==> src/rtl/inverse_sub_bytes_serial.sv <==
// inverse_sub_bytes_serial: one-byte-per-clock InvSubBytes over a 128-bit state; INV_SHIFT_ROWS_EN fuses InvShiftRows at capture.
module inverse_sub_bytes_serial #(
  parameter int word_size  = 8,
  parameter int array_size = 16
) (
  input  logic                             clk,
  input  logic                             rst,
  input  logic                             enable,
  input  logic [word_size*array_size-1:0]  state,
  output logic [word_size*array_size-1:0]  state_out,
  output logic                             busy,
  output logic                             done
);
  localparam logic [2047:0] INV_SBOX = {
    128'h52096ad53036a538bf40a39e81f3d7fb, 128'h7ce339829b2fff87348e4344c4dee9cb,
    128'h547b9432a6c2233dee4c950b42fac34e, 128'h082ea16628d924b2765ba2496d8bd125,
    128'h72f8f66486689816d4a45ccc5d65b692, 128'h6c704850fdedb9da5e154657a78d9d84,
    128'h90d8ab008cbcd30af7e45805b8b34506, 128'hd02c1e8fca3f0f02c1afbd0301138a6b,
    128'h3a9111414f67dcea97f2cfcef0b4e673, 128'h96ac7422e7ad3585e2f937e81c75df6e,
    128'h47f11a711d29c5896fb7620eaa18be1b, 128'hfc563e4bc6d279209adbc0fe78cd5af4,
    128'h1fdda8338807c731b11210592780ec5f, 128'h60517fa919b54a0d2de57a9f93c99cef,
    128'ha0e03b4dae2af5b0c8ebbb3c83539961, 128'h172b047eba77d626e169146355210c7d
  };
  typedef enum logic {IDLE, BUSY} st_t;
  st_t          st_q, st_d;
  logic [3:0]   cnt_q, cnt_d;
  logic [127:0] buf_q, buf_d, state_out_q, state_out_d, cap;
  logic         busy_q, busy_d, done_q, done_d;
  logic [7:0]   cur, sub;
`ifdef INV_SHIFT_ROWS_EN
  // row r of the captured state is rotated right by r columns
  always_comb begin
    cap = '0;
    for (int n = 0; n < 16; n++)
      cap[(15-n)*8 +: 8] = state[(15-(4*(((n/4)-(n%4))&3)+(n%4)))*8 +: 8];
  end
`else
  always_comb cap = state;
`endif
  always_comb begin
    cur = buf_q[{~cnt_q, 3'b000} +: 8];
    sub = INV_SBOX[{~cur, 3'b000} +: 8];
    st_d = st_q;
    cnt_d = cnt_q;
    buf_d = buf_q;
    state_out_d = state_out_q;
    busy_d = busy_q;
    done_d = 1'b0;
    if (st_q == IDLE && enable) begin
      buf_d = cap;
      cnt_d = '0;
      busy_d = 1'b1;
      st_d = BUSY;
    end else if (st_q == BUSY) begin
      buf_d[{~cnt_q, 3'b000} +: 8] = sub;
      cnt_d = cnt_q + 4'd1;
      if (cnt_q == 4'd15) begin
        state_out_d = buf_d;
        done_d = 1'b1;
        busy_d = 1'b0;
        st_d = IDLE;
      end
    end
  end
  always_ff @(posedge clk or posedge rst) begin
    if (rst) begin
      st_q <= IDLE;
      cnt_q <= '0;
      buf_q <= '0;
      state_out_q <= '0;
      busy_q <= 1'b0;
      done_q <= 1'b0;
    end else begin
      st_q <= st_d;
      cnt_q <= cnt_d;
      buf_q <= buf_d;
      state_out_q <= state_out_d;
      busy_q <= busy_d;
      done_q <= done_d;
    end
  end
  assign state_out = state_out_q;
  assign busy = busy_q;
  assign done = done_q;
endmodule

==> config.mk <==
export PLATFORM = sky130hd
export DESIGN_NAME = inverse_sub_bytes_serial
export DESIGN_NICKNAME = d
export VERILOG_FILES = /design/src/rtl/inverse_sub_bytes_serial.sv
export SDC_FILE = /design/constraint.sdc
export NUM_CORES = 1
export LEC_CHECK = 0
export ABC_AREA = 1
export CAP_MARGIN = 25
export CORE_MARGIN = 1
export CORE_UTILIZATION = 60
export CTS_CLUSTER_DIAMETER = 200
export CTS_CLUSTER_SIZE = 14
export DETAILED_ROUTE_END_ITERATION = 10
export MAX_ROUTING_LAYER = met4
export PLACE_DENSITY = 0.84
export SYNTH_ARGS = -nofsm -noshare
export SYNTH_HDL_FRONTEND = slang
export SYNTH_SLANG_ARGS = --single-unit
==> constraint.sdc <==
create_clock -name clk -period 25.3 [get_ports clk]
set_input_delay 2.53 -clock clk [delete_from_list [all_inputs] [get_ports clk]]
set_output_delay 2.53 -clock clk [all_outputs]
set_load 0.02 [all_outputs]
== Word level (Yosys, flattened, before mapping) ==
Index checks and enable logic that the tools add are counted.

* Register bits after elaboration: 263

* Eq/ne operators: 1
* Mux-type cells: 14
* Add/subtract/negate cells: 2
* Bitwise logic cells: 4
* Shifts and indexed selects: 4
* Reduce and logical (&&, ||, !) cells: 5

{| class="wikitable"
|+ Operator list
! cell !! count
|-
| variable part select 2048 x 12 -> 8 bit, first input constant || 1
|-
| 2-to-1 mux 128 bit || 2
|-
| bitwise mux 128 bit || 1
|-
| variable shift 8 x 9 -> 128 bit, first input constant || 1
|-
| variable part select 128 x 8 -> 8 bit || 1
|-
| variable part select 8 x 9 -> 128 bit || 1
|-
| 2-to-1 mux 1 bit || 9
|-
| negator 7 -> 9 bit || 1
|-
| 2-to-1 mux 4 bit || 2
|-
| inverter 8 bit || 1
|-
| adder 4 x 1 -> 4 bit, second input constant || 1
|-
| equality test 4 bit, second input constant || 1
|-
| inverter 4 bit || 1
|-
| nonzero test 2 bit || 2
|-
| AND reduction 3 bit || 1
|-
| inverter 1 bit || 2
|-
| AND reduction 2 bit || 1
|-
| logical AND 1 bit || 1
|}

== Longest topological paths before layout ==
* Depth in word-level cells: 8
* Mapped depth: 27
* Mapped depth without buffers: 25

== Worst setup path before layout ==
OpenSTA, ideal clock, no wires.

* Kind: input to register
* Start: in enable
* End: reg buf_q[60]
* Setup slack: 21707 ps
* Arrival time: 3527 ps
* Setup time: 65 ps
* Cell stages on the path: 6
* Path through: nor2_1 clkbuf_1 buf_1 a22o_1 inv_1 nand2_1

* Longest elaborated chain between the ends: 2

{| class="wikitable"
|+ Ends and longest elaborated chain
! element !! line !! source
|-
| from (decl) || 8 || <nowiki>input logic enable,</nowiki>
|-
| logical AND 1 bit * || 49 || <nowiki>if (st_q == IDLE && enable) begin</nowiki>
|-
| 2-to-1 mux 128 bit / nonzero test 2 bit (equally long branches) || n/a ||
|-
| to (signal assigned) || 76 || <nowiki>buf_q <= buf_d;</nowiki>
|-
| to (decl) || 27 || <nowiki>logic [127:0] buf_q, buf_d, state_out_q, state_out_d, cap;</nowiki>
|}

Mark *: on every way between the ends. The rest lies on a longest branch, timed or not.
A chain may end at the register's enable or synchronous reset.

== Worst setup path after layout ==
* Start: reg cnt_q[0]
* End: reg state_out_q[6], in the netlist state_out[6]

* Longest elaborated chain between the ends: 6

{| class="wikitable"
|+ Ends and longest elaborated chain
! element !! line !! source
|-
| from (decl) || 26 || <nowiki>logic [3:0] cnt_q, cnt_d;</nowiki>
|-
| from (signal assigned) || 75 || <nowiki>cnt_q <= cnt_d;</nowiki>
|-
| inverter 4 bit || 41, 55 ||
|-
| variable part select 128 x 8 -> 8 bit || 41 || <nowiki>cur = buf_q[{~cnt_q, 3'b000} +: 8];</nowiki>
|-
| inverter 8 bit || 42 || <nowiki>sub = INV_SBOX[{~cur, 3'b000} +: 8];</nowiki>
|-
| variable part select 2048 x 12 -> 8 bit || 42 ||
|-
| variable part select 8 x 9 -> 128 bit || 55 || <nowiki>buf_d[{~cnt_q, 3'b000} +: 8] = sub;</nowiki>
|-
| bitwise mux 128 bit || 55 ||
|-
| to (signal assigned) || 77 || <nowiki>state_out_q <= state_out_d;</nowiki>
|-
| to (decl) || 27 ||
|}

Parallel ways exist; a longest one is shown, timed or not.

==> summary.txt <==
Drt pass-1 iters: 9
Post-synth EDFFs: 0
Cells after Synth: 2547
Mapped Area: 0.01742 mm2
Final period util: 0.2284
Clock tree sinks: 263
Largest net degree at the start of global routing: 117
Routing usage on met3: 0.1547
Clk_lat worst skew: 0.54 ns
CP cell instances: buf_4, nand2_1, o21ai_0, nand2_1, nand3_1, nand2_4, nand2_2, inv_1, ha_1, nor2_1, nand2_1, nand3_1, nand2_1, nand2_1, nand3_1, nand3_2, nand2_2, o21ai_0, o21ai_0
YS warnings: 0
Critical path endpoint: state_out[6]
Worst-path clk slew: 0.07 ns
WP data required: 25.65 ns
Status: finished, final reports clean
HP Start: state_out[104]
GRT Util Overall: 0.5096
CP max stage delay: 0.82 ns
WP depth: 19
Fillers: 2160
WP data arrival: 6.13 ns
Post-DR vias/cell: 6.666
WP buf/inv: 2
Met1 usage: 0.6415
Worst setup startpoint: cnt_q[0]
Ys async rst share: 1.000
Die H: 172.4 um
CTS Root Buffer Type: clkbuf_16
Yosys reg bits: 263
Full die area: 0.02971 mm2
Final setup viols: 0
Post-cts gate resize count: 0
Worst Skew: 0.03488 ns
Commonest cells after routing, fill and taps aside: 890 x nand2_1, 456 x nand3_1, 261 x dfrtp_1
Grt met2 use: 0.7107
R2r setup slk: 19.52 ns
Die extent in x: 172.4 um
First-pass GRT wire length: 110600 um
FP Rows: 62
Sequential area share after synthesis: 0.3778
Worst slew margin: 0.2916
Crit path capture type: flip-flop
Commonest non-fill, non-tap cell in the layout: nand2_1
Post-synth cell types: 38
Worst path slowest cell: dfrtp_2
Mapped Nets: 2700
CP max FO: 51
Clock buffer depth: 3
CTS H-tree lvls: 1
Avg WL per Cell: 24.03 um
IO buf count: 260
Slew Limit Fails: 0
I/O Pins: 261
Final setup TNS: 0 ns
Reg2reg path depth: 19
Hold-fix buffer count after cts: 0
Gpl congestion: 1.062
Yosys top cell by area: dfrtp_1
Max-cap violation count: 0
Core area: 0.02863 mm2
Total grt overflow: 0
CP Launch Type: flip-flop
Setup CP Type: reg2reg
Vias: 20478
HPWL Detailed: 50940 um
CP most frequent cell: nand2_1
RSZ-0062 raised after global routing: false
FMAX: 173.1 MHz
Post-CTS Setup Repair Bufs: 0
Syn_area_per_cell: 6.839 um2
Prevailing post-synth register cell: dfrtp_1
Worst R2R End: state_out[6]
Effective utilization at floorplan: 0.6085
Least-Margin Pin Slew: 1.059 ns
Synth top area share: 0.3778
ANT nets after route: 0
Number of global-route vias before repair: 19020
TritonCTS clock tree: yes
# DRC: 0
Fraction of layout cells with a size suffix above 1: 0.05473
Drt first-iter violations: 3732
Hold Crit Class: reg2reg
Crit path time final: 5.779 ns
Worst path top cell family by delay: simple AND/OR/NAND/NOR gates
Final WL: 73810 um
CTS buffer count: 22
Total Nets Final: 2837
Area growth from synthesis to layout: 17.48%
Busiest metal layer after global routing: met2
Initial antenna violation count: 2
Endpoints failing hold: 0
Synth area leaders: dfrtp_1 38%, nand2_1 19%, nand3_1 13%, inv_1 3.9%, o211ai_1 3.6%
Worst r2r src: cnt_q[0]
-- how the worst min path moves through the flow --
stage	cells after the start	to	slack [ns]
5_1_grt	2	state_out[104]	0.49
3_3_place_gp	2	state_out[126]	0.46
4_1_cts	2	state_out[104]	0.47
3_5_place_dp	2	state_out[104]	0.46
6_report	2	state_out[104]	0.47
2_1_floorplan	2	buf_q[27]	0.47
-- synth_stat cells, types with 22 or more instances --
cell	instances
a21oi_1	33
a22o_1	34
buf_2	41
clkbuf_1	79
dfrtp_1	263
ha_1	22
inv_1	179
nand2_1	890
nand3_1	456
nor2_1	79
o211ai_1	84
o21ai_0	124
o21ai_1	60
o21bai_1	32
-- worst min-delay path, stage by stage (launching register included) --
cell	delay, ns
dfrtp_1	0.34
nand2_1	0.06
nand2_1	0.05
-- sequential cells by signal, summed over array words and instances, names as in the netlist --
register / count
st_q: 1
done: 1
buf_q: 128
cnt_q: 4
busy: 1
state_out: 128
-- kinds of logic (layout without fill, tap and decap cells) --
logic type / after synthesis / after routing / share of synthesized area
buffers and inverters: 375 / 514 / 0.09554
AOI/OAI and AO/OA: 378 / 378 / 0.1347
DFF: 263 / 263 / 0.3778
and+or+nand+nor: 1508 / 1508 / 0.3755
adders and majority gates: 22 / 22 / 0.01580
other: 0 / 2 / 0
muxes: 1 / 1 / 0.0005747
-- area by class of cell --
class	instances	area, um2	area share
Clock inverter	2	21.27	0.001039
Antenna cell	2	5.005	0.0002446
Clock buffer	24	558.0	0.02727
Inverter	202	772.0	0.03773
Multi-Input combinational cell	1909	9195	0.4493
Sequential cell	263	6586	0.3219
Timing Repair Buffer	286	2845	0.1390
Tap cell	384	480.5	0.02348
-- through the flow --
stage | area [um2] | worst slack (ns) | utilization | std cells | hold slack (ns)
detailed placement | 19850 | 19.97 | 0.6935 | 3043 | 0.4577
global placement | 19760 | 19.90 | 0.6904 | 3035 | 0.4561
global route | 20460 | 19.42 | 0.7149 | 3072 | 0.4895
finish | 20460 | 19.52 | 0.7149 | 3072 | 0.4733
floorplan | 17420 | 15.53 | - | 2547 | 0.4652
CTS | 20430 | 19.93 | 0.7137 | 3069 | 0.4736
-- layer usage --
metal / up-vias / part of all wire
met5: - / 0
met3: 477 / 0.15
met1: 9403 / 0.35
li1: 8634 / -
met2: 1964 / 0.42
met4: 0 / 0.076
Power is not shown: default switching activity piles up to over one toggle a cycle in this logic, so the estimate is an artifact.
